**src/rtl/divider_16bit_pkg.sv**
```systemverilog
// Shared encodings and constants for the multi-cycle restoring divider.
// The optional signed mode is enabled with DIVIDER_SIGNED_EN.
package divider_16bit_pkg;

    typedef enum logic [1:0] {
        IDLE    = 2'd0,
        RUN     = 2'd1,
        DONE_ST = 2'd2
    } state_t;

    localparam logic [3:0]  ITER_LAST     = 4'd15;
    localparam logic [15:0] DIV_ZERO_QUOT = 16'hFFFF;

    function automatic logic [15:0] neg16(input logic [15:0] x);
        return ~x + 16'd1;
    endfunction

endpackage

```
**src/rtl/div_step_16bit.sv**
```systemverilog
// One combinational restoring-division step: shift {P,Q} left, try P-D,
// keep the difference and set the quotient bit when it does not go negative.
module div_step_16bit (
    input  logic [32:0] pq_in,
    input  logic [15:0] d_in,
    output logic [16:0] p_out,
    output logic [15:0] q_out
);

    logic [16:0] p_sh;
    logic [15:0] q_sh;
    logic [16:0] trial;
    logic        unused_p_msb;

    // P is always below D, so its top bit is zero and falls off the shift.
    assign unused_p_msb = pq_in[32];

    always_comb begin
        p_sh  = pq_in[31:15];
        q_sh  = {pq_in[14:0], 1'b0};
        trial = p_sh - {1'b0, d_in};
        p_out = p_sh;
        q_out = q_sh;
        if (!trial[16]) begin
            p_out = trial;
            q_out = {q_sh[15:1], 1'b1};
        end
    end

endmodule

```
**src/rtl/divider_16bit.sv**
```systemverilog
// 16-bit restoring divider, one quotient bit per cycle, start/busy/done handshake.
// Define DIVIDER_SIGNED_EN to add the signed_op port (truncating signed division).
module divider_16bit
    import divider_16bit_pkg::*;
#(
    parameter int WIDTH = 16
) (
    input  logic             clk,
    input  logic             rst,
    input  logic             start,
    input  logic [WIDTH-1:0] dividend,
    input  logic [WIDTH-1:0] divisor,
    output logic [WIDTH-1:0] quotient,
    output logic [WIDTH-1:0] remainder,
    output logic             busy,
    output logic             done,
    output logic             div_by_zero
`ifdef DIVIDER_SIGNED_EN
    ,
    input  logic             signed_op
`endif
);

    state_t      state_q, state_d;
    logic [3:0]  cnt_q, cnt_d;
    logic [16:0] p_q, p_d;
    logic [15:0] qr_q, qr_d;
    logic [15:0] d_q, d_d;
    logic [15:0] quot_q, quot_d;
    logic [15:0] rem_q, rem_d;
    logic        dbz_q, dbz_d;
    logic        neg_quot_q, neg_quot_d;
    logic        neg_rem_q, neg_rem_d;

    logic        signed_op_i;
    logic        sign_a, sign_b;
    logic [16:0] step_p;
    logic [15:0] step_q;

`ifdef DIVIDER_SIGNED_EN
    assign signed_op_i = signed_op;
`else
    assign signed_op_i = 1'b0;
`endif

    assign sign_a = signed_op_i & dividend[15];
    assign sign_b = signed_op_i & divisor[15];

    div_step_16bit u_step (
        .pq_in (({p_q, qr_q})),
        .d_in  (d_q),
        .p_out (step_p),
        .q_out (step_q)
    );

    always_comb begin
        state_d    = state_q;
        cnt_d      = cnt_q;
        p_d        = p_q;
        qr_d       = qr_q;
        d_d        = d_q;
        quot_d     = quot_q;
        rem_d      = rem_q;
        dbz_d      = dbz_q;
        neg_quot_d = neg_quot_q;
        neg_rem_d  = neg_rem_q;

        case (state_q)
            IDLE, DONE_ST: begin
                state_d = IDLE;
                if (start) begin
                    // Magnitudes go through the unsigned core; signs are reapplied at the end.
                    p_d        = '0;
                    qr_d       = sign_a ? neg16(dividend) : dividend;
                    d_d        = sign_b ? neg16(divisor) : divisor;
                    cnt_d      = '0;
                    neg_quot_d = sign_a ^ sign_b;
                    neg_rem_d  = sign_a;
                    dbz_d      = (divisor == '0);
                    if (divisor == '0) begin
                        state_d = DONE_ST;
                        quot_d  = DIV_ZERO_QUOT;
                        rem_d   = dividend;
                    end else begin
                        state_d = RUN;
                    end
                end
            end
            RUN: begin
                p_d   = step_p;
                qr_d  = step_q;
                cnt_d = cnt_q + 4'd1;
                if (cnt_q == ITER_LAST) begin
                    state_d = DONE_ST;
                    quot_d  = neg_quot_q ? neg16(step_q) : step_q;
                    rem_d   = neg_rem_q ? neg16(step_p[15:0]) : step_p[15:0];
                end
            end
            default: state_d = IDLE;
        endcase
    end

    always_ff @(posedge clk) begin
        if (rst) begin
            state_q    <= IDLE;
            cnt_q      <= '0;
            p_q        <= '0;
            qr_q       <= '0;
            d_q        <= '0;
            quot_q     <= '0;
            rem_q      <= '0;
            dbz_q      <= 1'b0;
            neg_quot_q <= 1'b0;
            neg_rem_q  <= 1'b0;
        end else begin
            state_q    <= state_d;
            cnt_q      <= cnt_d;
            p_q        <= p_d;
            qr_q       <= qr_d;
            d_q        <= d_d;
            quot_q     <= quot_d;
            rem_q      <= rem_d;
            dbz_q      <= dbz_d;
            neg_quot_q <= neg_quot_d;
            neg_rem_q  <= neg_rem_d;
        end
    end

    assign quotient    = quot_q;
    assign remainder   = rem_q;
    assign div_by_zero = dbz_q;
    assign busy        = (state_q == RUN);
    assign done        = (state_q == DONE_ST);

endmodule
```
**config.mk**
```make
export PLATFORM = sky130hd
export DESIGN_NAME = divider_16bit
export DESIGN_NICKNAME = d
export VERILOG_FILES = /design/src/rtl/divider_16bit_pkg.sv /design/src/rtl/div_step_16bit.sv /design/src/rtl/divider_16bit.sv
export SDC_FILE = /design/constraint.sdc
export NUM_CORES = 1
export LEC_CHECK = 0
export BUFFER_PORTS_ARGS = -buffer_cell sky130_fd_sc_hd__buf_2
export CORE_UTILIZATION = 38
export DETAILED_ROUTE_END_ITERATION = 12
export SLEW_MARGIN = 20
export SYNTH_ARGS = -nofsm -noshare
export SYNTH_HDL_FRONTEND = slang
export SYNTH_SLANG_ARGS = --single-unit
```
**constraint.sdc**
```tcl
create_clock -name clk -period 5.1 [get_ports clk]
set_input_delay 0.51 -clock clk [delete_from_list [all_inputs] [get_ports clk]]
set_output_delay 0.51 -clock clk [all_outputs]
set_load 0.02 [all_outputs]
```
# Word-level counts from Yosys, hierarchy flattened
# Index checks and enable logic that the tools add are counted.
# word_totals
reg_bits	87
inputBits	35
output_inout_bits	35
wordCells	43
# classes
addsub	2
n_eq_ne	6
n_mux	20
n_reduce_logical	7
# ops
op	n
$mux W16	9
$pmux W16 S2	4
$sub A17 B16 Y17	1
$logic_not A16 Y1	1
$pmux W4 S2	1
$mux W2	3
$add A4 B1 Y4 const B	1
$eq A4 B4 Y1 const B	1
$mux W4	1
$ne A2 B2 Y1 const B	2
$pmux W2 S2	1
$reduce_and A2 Y1	2
$reduce_and A4 Y1	1
$eq A2 B1 Y1 const B	1
$eq A2 B2 Y1 const B	1
$logic_not A2 Y1	1
$ne A2 B1 Y1 const B	1
$reduce_bool A2 Y1	1
$reduce_or A2 Y1	1
$mux W1	1

# Depth between registers and ports, before layout
# Gate-level depths: netlist of the first run.
# logic_depth
word_depth	4
depth_mapped	11
mapped_depth_nobuf	10

# Hierarchy
# Synthesis of the first run repeated with hierarchy kept, for this count alone.
# hier_totals
hier_cells	609
area_unflattened_um2	4922.2
# modules_own_cells
module	instances	cells_per_inst	area_each_um2	seq_area_each_um2
divider_16bit	1	444	3719.8	1761.7
div_step_16bit	1	165	1202.4	0.0

# Least setup slack after synthesis of the first run
# OpenSTA, ideal clock, no wires.
# synth_path
kind	register to register
start	register qr_q[15]
end	register rem_q[7], in the netlist remainder[7]
setup_ns	0.134
arrival_ns	2.489
t_required_ns	4.966
slack_ns	2.477
path_stages_with_launch	12
n_path_buf	1
synth_period_minus_slack_ns	2.623
cell_sequence	dfxtp_1 > inv_1 > ha_1 > fa_1 > nor2b_1 > o31a_1 > o21ai_1 > o21ai_4 > xor2_4 > buf_6 > mux2i_1 > o22ai_1
# synth_between
elab_chain_cells	4
# synth_rtl
element	line_no	text
start, declared	divider_16bit.sv:27	logic [15:0] qr_q, qr_d;
start signal, assigned	divider_16bit.sv:119	qr_q <= qr_d;
$sub A17 B16 Y17	div_step_16bit.sv:21	trial = p_sh - {1'b0, d_in};
$mux W16	div_step_16bit.sv:24	if (!trial[16]) begin
$mux W16	divider_16bit.sv:93	if (cnt_q == ITER_LAST) begin
$pmux W16 S2	divider_16bit.sv:68	case (state_q)
end signal, assigned	divider_16bit.sv:122	rem_q <= rem_d;
end, declared	divider_16bit.sv:30	logic [15:0] rem_q, rem_d;
# No other way between the ends. The select of a mux whose other input is x is not followed.
# A chain may end at the register's enable or synchronous reset.

# Worst setup path in the final report of the first run
# layout_path
start	register qr_q[15]
end	register rem_q[14], in the netlist remainder[14]
# Same word-level chain as after synthesis.

==> results.py, run 1 <==
metrics = {
    "critical_path": {
        "r2r_setup_slack_ps": 2030,
        "critPathSlowestCell": "xor2_4",
        "r2r-start": "qr_q[15]",
        "cpPeakStageDelay_ps": 550,
        "worstRegToRegCells": 10,
        "critical_path_arrival_ps": 3320,
        "crit_type": "flop to flop",
        "worstSetupStartpointType": "flop",
        "path_cells": "inv_1 > ha_1 > fa_1 > nor2b_1 > o31a_1 > o21ai_1 > o21ai_4 > xor2_4 > mux2i_1 > a2111oi_2",
        "cp-end-kind": "flop",
        "crit_start": "qr_q[15]",
        "required_ps": 5340,
        "cp-endpoint": "remainder[14]",
        "path_max_fanout": 17,
        "worstReg2RegEnd": "remainder[14]",
    },
    "global_route": {
        "grt_pass1_vias": 4019,
        "antenna_found_initial": 0,
        "grt_max_degree": 63,
        "grt.total_usage_pct": 20.76,
        "grt_pass1_wl_mm": 20.42,
        "grt_overflow": 0,
    },
    "routing": {
        "vias": 4267,
        "dr.pass1.iters": 10,
        "wl_per_cell_um": 16.33,
        "drc": 5,
        "drtIter0Drc": 286,
        "ant_nets": 0,
        "drt-vias-per-instance": 5.534,
        "routed_wl_mm": 12.59,
    },
    "placed_design": {
        "dpl_cell_area_um2": 4974,
        "pre_cts_ws_ps": 2053,
        "place_congestion": 0.7827,
        "portBuffers": 69,
        "dp_hpwl_mm": 9.173,
    },
    "synthesis": {
        "synth_area_leaders": "dfxtp_1 (38%), nand2_1 (7.5%), nor2_1 (6.9%), ha_1 (4.7%), a21oi_1 (4.6%)",
        "synth_top_area_cell": "dfxtp_1",
        "ys_ff_latch": 87,
        "syn_area_per_cell_um2": 7.925,
        "ys_seq_area_share_pct": 38.22,
        "yosysTopAreaCellShare_pct": 38.22,
        "yosys_most_used_dff": "dfxtp_1",
        "syn_inst": 575,
        "synth_nets": 628,
        "synthArstFlopShare_pct": 0,
        "syn_area_um2": 4557,
        "synth_warnings": 0,
        "synth_edf_count": 0,
        "synth_cell_types": 66,
    },
    "hold_path": {
        "hold_path.class": "input port to flop",
    },
    "sta": {
        "final_hold_viol_count": 0,
        "setup_viol": 0,
        "tns_ps": 0,
        "setup_ws_ps": 2027,
        "fin_crit_sh_pct": 60.25,
        "worst_slew_margin_rel_pct": 32.25,
        "period_minus_slack_ps": 3073,
        "clock_skew_ps": 7.793,
        "drv_slew": 0,
        "max_freq_ghz": 0.3254,
        "worst_slew_pin_slew_ps": 1009,
        "rsz0062_at_grt": "false",
    },
    "finish": {
        "fin_nets": 676,
        "antennaDiodeCount": 0,
        "drive_above_1_share_pct": 17.20,
        "area_growth_syn_to_layout_pct": 15.35,
        "final_common_cell": "nand2_1",
        "layout_common_cells": "nand2_1 (91), dfxtp_1 (87), nor2_1 (84)",
        "final_cell_area_um2": 5256,
    },
    "floorplanning": {
        "die_h_um": 111.5,
        "initial_utilization_pct": 39.40,
        "die-width_um": 111.5,
        "rows": 39,
        "core_um2": 11560,
        "pin_count": 70,
        "die_area_um2": 12430,
    },
    "clocking": {
        "clock_sinks": 87,
        "clock-root-buffer": "clkbuf_16",
        "cts_max_path_buffers": 2,
        "cts_setup_buffers": 0,
        "ctsHoldBuffers": 0,
        "post_cts_resized": 0,
        "clkSlewWorstSetupHoldPaths_ps": 70,
        "cts_made_buffers": 9,
        "worstSkewPairLatency_ps": 340,
        "tritoncts": "yes",
        "cts_max_level": 3,
    },
    "outcome": {
        "violations": "DRC",
        "status": "finished, violations left",
    },
    "flow_run": {
        "maxCapViolations": 0,
    },
    "power_and_ir_drop": {
        "powerDensity_nw_per_um2": 447.0,
        "peakVddDrop_mv": 0.1854,
        "p_leak_nw": 2.202,
    },
}
[per-layer routing]
metal / share of wire (%) / up-vias / routed length (µm) / global-route usage (%)
met5: 0 / - / 0 / 0
met4: 1.4 / 0 / 179 / 7.117
met3: 4.8 / 16 / 610 / 4.246
met2: 45 / 115 / 5653 / 31.92
met1: 49 / 2011 / 6146 / 28.88
li1: - / 2125 / - / -
[critical path, delay by kind of cell (launching register included)]
kind	cells	cell delay (ps)
buffers and inverters	1	60
XOR/XNOR	1	550
AO/OA/AOI/OAI	4	1040
AND/OR/NAND/NOR	1	180
adder cells (fa/ha/maj)	2	640
flip-flops	1	330
multiplexers	1	190
[synthesized netlist by cell type (all sizes together) (6+ instances only)]
library cell and instances:
nand3 7, clkbuf 26, nand2 91, nor3 24, o21ai 22, nor2b 7, mux2i 11, dfxtp 87
a22oi 7, xnor2 8, and3 6, a311oi 20, buf 11, nor4 7, ha 17, nor2 84
inv 23, a21oi 42
[state kept, by name, indices dropped and copies added (netlist names)]
signal / flops
qr_q: 16
state_q: 2
cnt_q: 4
d_q: 16
p_q: 16
remainder: 16
quotient: 16
div_by_zero: 1
[per-stage QoR]
stage                     util (%)  instances  power, mW  hold slack, ps
final                        45.45        771      2.350           414.7
after global routing         45.45        771      2.494           421.9
after CTS                    45.45        771      2.363           406.1
after detailed placement     43.01        755      1.731           453.4
after global placement       43.01        755      1.712           447.4
after floorplan                  -        575      1.541           436.3
[worst min path at each step]
stage | slack [ps] | endpoint | start | depth (start not counted)
6_report | 410 | d_q[10] | divisor[10] | 3
5_1_grt | 420 | d_q[7] | divisor[7] | 3
4_1_cts | 410 | d_q[4] | divisor[4] | 3
3_5_place_dp | 450 | d_q[11] | d_q[11] | 2
3_3_place_gp | 450 | d_q[10] | d_q[10] | 2
2_1_floorplan | 440 | d_q[10] | d_q[10] | 2
[logic make-up (layout without fill, tap and decap cells)]
group	count (synthesis)	count (layout)	synth area share, %
and+or+nand+nor	245	245	23.61
AOI/OAI and AO/OA	142	142	22.10
DFF	87	87	38.22
buffers and inverters	60	113	5.299
adders and majority gates	18	18	5.107
muxes	13	13	2.911
xor gates and xnor gates	10	10	2.746
[power by group]
part           internal (mW)  leakage [nW]  switching, mW
Combinational          0.377          1.36          0.546
Clock                  0.347         0.129          0.281
Sequential             0.739         0.711         0.0587
Total                   1.46          2.20          0.887
[layout make-up]
cell class / instances / area (µm²)
clock buffer: 11 / 242.7
clock inverter: 5 / 40.04
fill: 1135 / 6309
inverter: 23 / 86.33
multi-input combinational: 428 / 2584
sequential: 87 / 1742
tap: 143 / 178.9
timing repair buffer: 74 / 382.9
Power figures use the tool's default switching activity.
==> inputs of run 2 (changes only) <==
==> constraint.sdc (replaced) <==
create_clock -name clk -period 2.6 [get_ports clk]
set_input_delay 0.26 -clock clk [delete_from_list [all_inputs] [get_ports clk]]
set_output_delay 0.26 -clock clk [all_outputs]
set_load 0.02 [all_outputs]
==> run 2 against run 1 <==
Net effect:
- the run still ends with DRC left
- first-iteration DRC count shrank 12%
- via count up 6.1%
- sequential power up 97%
==> results.py, run 2 (synthesized netlist as in run 1, its figures left out) <==
metrics = {
    "power_and_ir_drop": {
        "p_leak_nw": 2.454,
        "peakVddDrop_mv": 0.4792,
        "powerDensity_nw_per_um2": 923.3,
    },
    "floorplanning": {
        "die-width_um": 111.5,
        "core_um2": 11560,
        "die_h_um": 111.5,
        "rows": 39,
        "die_area_um2": 12430,
        "initial_utilization_pct": 39.40,
        "pin_count": 70,
    },
    "routing": {
        "drt-vias-per-instance": 5.561,
        "routed_wl_mm": 13.33,
        "drc": 3,
        "ant_nets": 0,
        "vias": 4527,
        "dr.pass1.iters": 9,
        "drtIter0Drc": 252,
        "wl_per_cell_um": 16.38,
    },
    "placed_design": {
        "dp_hpwl_mm": 9.563,
        "place_congestion": 0.7916,
        "dpl_cell_area_um2": 5200,
        "pre_cts_ws_ps": -47.39,
        "portBuffers": 69,
        "dp_cells": 783,
    },
    "critical_path": {
        "cp-end-kind": "flop",
        "r2r-start": "d_q[11]",
        "crit_start": "d_q[11]",
        "critical_path_arrival_ps": 2750,
        "cpPeakStageDelay_ps": 380,
        "crit_type": "flop to flop",
        "critPathSlowestCell": "a221oi_4",
        "worstRegToRegCells": 11,
        "worstSetupStartpointType": "flop",
        "path_cells": "inv_2 > ha_4 > a211oi_2 > o211ai_1 > a221oi_4 > o21ai_4 > buf_12 > xnor2_4 > buf_6 > mux2i_4 > o41ai_2",
        "required_ps": 2810,
        "path_max_fanout": 8,
    },
    "clocking": {
        "clock-root-buffer": "clkbuf_16",
        "clkSlewWorstSetupHoldPaths_ps": 70,
        "clock_sinks": 87,
        "cts_max_level": 3,
        "cts_max_path_buffers": 2,
        "tritoncts": "yes",
        "worstSkewPairLatency_ps": 350,
        "cts_made_buffers": 9,
    },
    "finish": {
        "fin_nets": 719,
        "stdcell_count": 814,
        "fin_util_pct": 50.02,
        "layout_common_cells": "nand2_1 (91), nor2_1 (84), dfxtp_1 (81)",
        "final_common_cell": "nand2_1",
        "final_cell_area_um2": 5784,
        "drive_above_1_share_pct": 26.53,
        "antennaDiodeCount": 0,
        "area_growth_syn_to_layout_pct": 26.94,
    },
    "hold_path": {
        "hp-start": "divisor[2]",
        "hold_depth": 3,
        "hold_path.class": "input port to flop",
    },
    "sta": {
        "setup_ws_ps": 58.73,
        "final_hold_viol_count": 0,
        "drv_slew": 0,
        "fin_crit_sh_pct": 97.74,
        "worst_slew_margin_rel_pct": 53.62,
        "setup_viol": 0,
        "period_minus_slack_ps": 2541,
        "rsz0062_at_grt": "true",
        "worst_slew_pin_slew_ps": 691.9,
        "max_freq_ghz": 0.3935,
        "worst_hold_slack_ps": 167.0,
        "clock_skew_ps": 11.75,
    },
    "outcome": {
        "violations": "DRC",
        "status": "finished, violations left",
    },
    "flow_run": {
        "maxCapViolations": 0,
    },
    "global_route": {
        "antenna_found_initial": 0,
        "grt-busiest-layer": "met2",
        "grt.total_usage_pct": 21.48,
        "grt_pass1_wl_mm": 21.22,
        "grt_pass1_vias": 4290,
        "grtUsageMet2_pct": 35.42,
        "use_met3_pct": 3.538,
        "gr-usage-met1_pct": 28.53,
        "grt_max_degree": 45,
        "grt_overflow": 0,
    },
}
==> run 2: cell count changes in the layout (fill, tap and decap cells not counted), sizes merged <==
cell / change
buf: +42
clkbuf: -1
clkinv: +1
clkinvlp: -1
inv: +2
==> run 2: layout make-up <==
| cell class | count | area [µm²] |
|---|---|---|
| Clock buffer | 9 | 225.2 |
| Clock inverter | 7 | 62.56 |
| Fill cell | 1119 | 5781 |
| Inverter | 23 | 86.33 |
| Multi-Input combinational cell | 428 | 2723 |
| Sequential cell | 87 | 1749 |
| Tap cell | 143 | 178.9 |
| Timing Repair Buffer | 117 | 759.5 |
==> run 2: layer usage <==
metal / wire, µm / part of all wire, %
met5: 0 / 0
met4: 181 / 1.4
met3: 772 / 5.8
met2: 6328 / 47
met1: 6051 / 45
==> run 2: worst paths after layout <==
check,to,slack (ps)
max,remainder[6],60
min,d_q[2],170
max reg2reg,remainder[6],60
min reg2reg,d_q[15],460
==> run 2: critical path: cells and delay by family (launching register included) <==
kind / cells / cell delay (ps)
XOR/XNOR: 1 / 150
multiplexers: 1 / 250
adder cells (fa/ha/maj): 1 / 250
AO/OA/AOI/OAI: 5 / 1040
flip-flops: 1 / 330
buffers and inverters: 3 / 370
==> run 2: power breakdown <==
group | internal [mW] | total [mW] | switching, mW
clock network | 0.670 | 1.26 | 0.594
logic | 1.25 | 2.50 | 1.26
registers | 1.45 | 1.57 | 0.121
total | 3.37 | 5.34 | 1.97
==> run 2: what timing repair did <==
action	4_1_cts	5_1_grt
setup endpoints to repair	10	24
setup buffers	10	5
hold buffers	0	0
pin swaps	3	22
resized for setup	4	32
cloned	1	0
==> run 2: per-stage QoR <==
stage | TNS, ps | power (mW)
floorplan | 0 | 3.035
global placement | 0 | 3.606
detailed placement | -47.39 | 3.642
CTS | 0 | 5.197
global route | -478.4 | 5.623
finish | 0 | 5.341
==> inputs of run 3 (changes only) <==
--- a/config.mk
+++ b/config.mk
@@ -6,8 +6,9 @@
 export NUM_CORES = 1
 export LEC_CHECK = 0
 export BUFFER_PORTS_ARGS = -buffer_cell sky130_fd_sc_hd__buf_2
-export CORE_UTILIZATION = 38
+export CORE_UTILIZATION = 51
 export DETAILED_ROUTE_END_ITERATION = 12
+export PLACE_DENSITY = 0.76
 export SLEW_MARGIN = 20
 export SYNTH_ARGS = -nofsm -noshare
 export SYNTH_HDL_FRONTEND = slang
==> run 3 against run 2 <==
Net effect:
- the flow now finishes without violations
- flip-flop and latch count stayed put
- die area is 25% lower
- fmax is 1.3% higher
- clock-buffer cell count stayed put
- setup slack better by 33 ps
- combinational power is 4% lower
- routed wire length is 3.7% lower
- critical path depth is 3 lower
- via count is 1.8% higher
==> results.py, run 3 (synthesized netlist as in run 1, its figures left out) <==
metrics = {
    "critical_path": {
        "required_ps": 2840,
        "path_cells": "ha_1 > nand3_2 > or3_4 > o21ai_4 > xor2_4 > buf_12 > mux2i_1 > a311oi_1",
        "cpPeakStageDelay_ps": 420,
        "critPathSlowestCell": "or3_4",
        "crit_family": "simple AND/OR/NAND/NOR gates",
        "crit_type": "flop to flop",
        "cp-end-kind": "flop",
        "path_max_fanout": 7,
        "worstSetupStartpointType": "flop",
        "path_buf_inv": 1,
        "critical_path_arrival_ps": 2750,
    },
    "global_route": {
        "grt_overflow": 0,
        "grt_pass1_wl_mm": 19.85,
        "antenna_found_initial": 0,
        "grt.total_usage_pct": 27.89,
        "grt_pass1_vias": 4130,
        "grt_max_degree": 39,
    },
    "finish": {
        "antennaDiodeCount": 0,
        "fin_nets": 717,
        "seqCellArea_um2": 1750,
        "final_cell_area_um2": 5640,
        "multi_input_area_um2": 2731,
        "final_common_cell": "nand2_1",
        "fillers": 748,
        "fin_util_pct": 64.99,
        "stdcell_count": 777,
        "layout_common_cells": "nand2_1 (91), nor2_1 (83), dfxtp_1 (80)",
        "drive_above_1_share_pct": 26.61,
        "area_growth_syn_to_layout_pct": 23.78,
    },
    "clocking": {
        "clock_sinks": 87,
        "worstSkewPairLatency_ps": 360,
        "cts_max_level": 3,
        "clock-root-buffer": "clkbuf_8",
        "clkSlewWorstSetupHoldPaths_ps": 100,
        "cts_made_buffers": 9,
        "ctsHoldBuffers": 0,
        "cts_max_path_buffers": 2,
        "tritoncts": "yes",
    },
    "placed_design": {
        "portBuffers": 69,
        "dpl_cell_area_um2": 5141,
        "pre_cts_ws_ps": -58.47,
        "place_congestion": 0.8767,
        "dp_cells": 746,
        "dp_hpwl_mm": 8.938,
    },
    "routing": {
        "routed_wl_mm": 12.84,
        "vias": 4608,
        "drc": 0,
        "drtIter0Drc": 291,
        "ant_nets": 0,
        "drt-vias-per-instance": 5.931,
        "dr.pass1.iters": 7,
        "wl_per_cell_um": 16.52,
    },
    "outcome": {
        "status": "finished clean",
    },
    "sta": {
        "setup_ws_ps": 91.44,
        "drv_slew": 0,
        "final_hold_viol_count": 0,
        "max_freq_ghz": 0.3986,
        "period_minus_slack_ps": 2509,
        "fin_crit_sh_pct": 96.48,
        "rsz0062_at_grt": "true",
        "setup_viol": 0,
        "worst_slew_margin_rel_pct": 56.97,
        "worst_slew_pin_slew_ps": 643.1,
        "clock_skew_ps": 6.895,
    },
    "power_and_ir_drop": {
        "power_mw": 4.992,
        "peakVddDrop_mv": 0.5839,
        "p_leak_nw": 2.406,
        "powerDensity_nw_per_um2": 885.0,
    },
    "floorplanning": {
        "pin_count": 70,
        "initial_utilization_pct": 52.51,
        "die_h_um": 96.53,
        "die-width_um": 96.53,
        "rows": 34,
        "die_area_um2": 9317,
        "core_um2": 8678,
    },
    "flow_run": {
        "maxCapViolations": 0,
    },
    "hold_path": {
        "hold_path.class": "input port to flop",
    },
}
## run 3: cell count changes in the layout (fill, tap and decap cells not counted), moves of 2 or more
cell,before,now
o21ai_1,14,12
clkbuf_8,0,9
clkbuf_16,10,1
nor4_1,5,7
a31oi_1,3,1
buf_6,3,1
nor4_2,2,0
inv_6,1,4
a31oi_2,0,2
inv_8,3,0
## run 3: through the flow
| stage | hold WS, ps | TNS, ps |
|---|---|---|
| CTS | 131.7 | 0 |
| floorplan | 396.0 | 0 |
| global route | 142.9 | -29.35 |
| detailed placement | 450.3 | -210.4 |
| global placement | 443.6 | 0 |
| finish | 130.7 | 0 |
## run 3: power breakdown
| group | switching, mW | internal (mW) |
|---|---|---|
| Sequential | 0.122 | 1.45 |
| Combinational | 1.23 | 1.17 |
| Clock | 0.556 | 0.466 |
## run 3: worst min-delay path, stage by stage
cell,delay (ps)
buf_2,100
nand2_1,50
a21oi_1,50
## run 3: final timing paths
check	depth (start not counted)	to	start	slack (ps)
worst max-delay path	8	remainder[0]	p_q[11]	90
worst min-delay path	3	d_q[13]	divisor[13]	130
worst max register to register	8	remainder[0]	p_q[11]	90
worst min register to register	2	d_q[9]	d_q[9]	460
## run 3: area by class of cell
type | instances | area share, %
repair buffers | 115 | 12.84
clock inverters | 7 | 1.575
flip-flops and latches | 87 | 31.03
multi-input cells | 428 | 48.43
clock buffers | 9 | 2.196
well taps | 108 | 2.396
inverters | 23 | 1.531
## run 3: repair_timing
item / CTS / global route
resized for setup: 9 / 25
gates cloned: 0 / 1
setup endpoints to repair: 13 / 25
buffers inserted: 10 / 6
pin swaps: 5 / 16
hold endpoints to repair: 0 / 0
## run 3: layer usage
metal	wire length, µm	vias to the layer above	GRT usage [%]
li1	-	2208	-
met1	5692	2194	37.57
met2	6013	179	45.54
met3	799	27	4.460
met4	331	0	8.946
met5	0	-	0
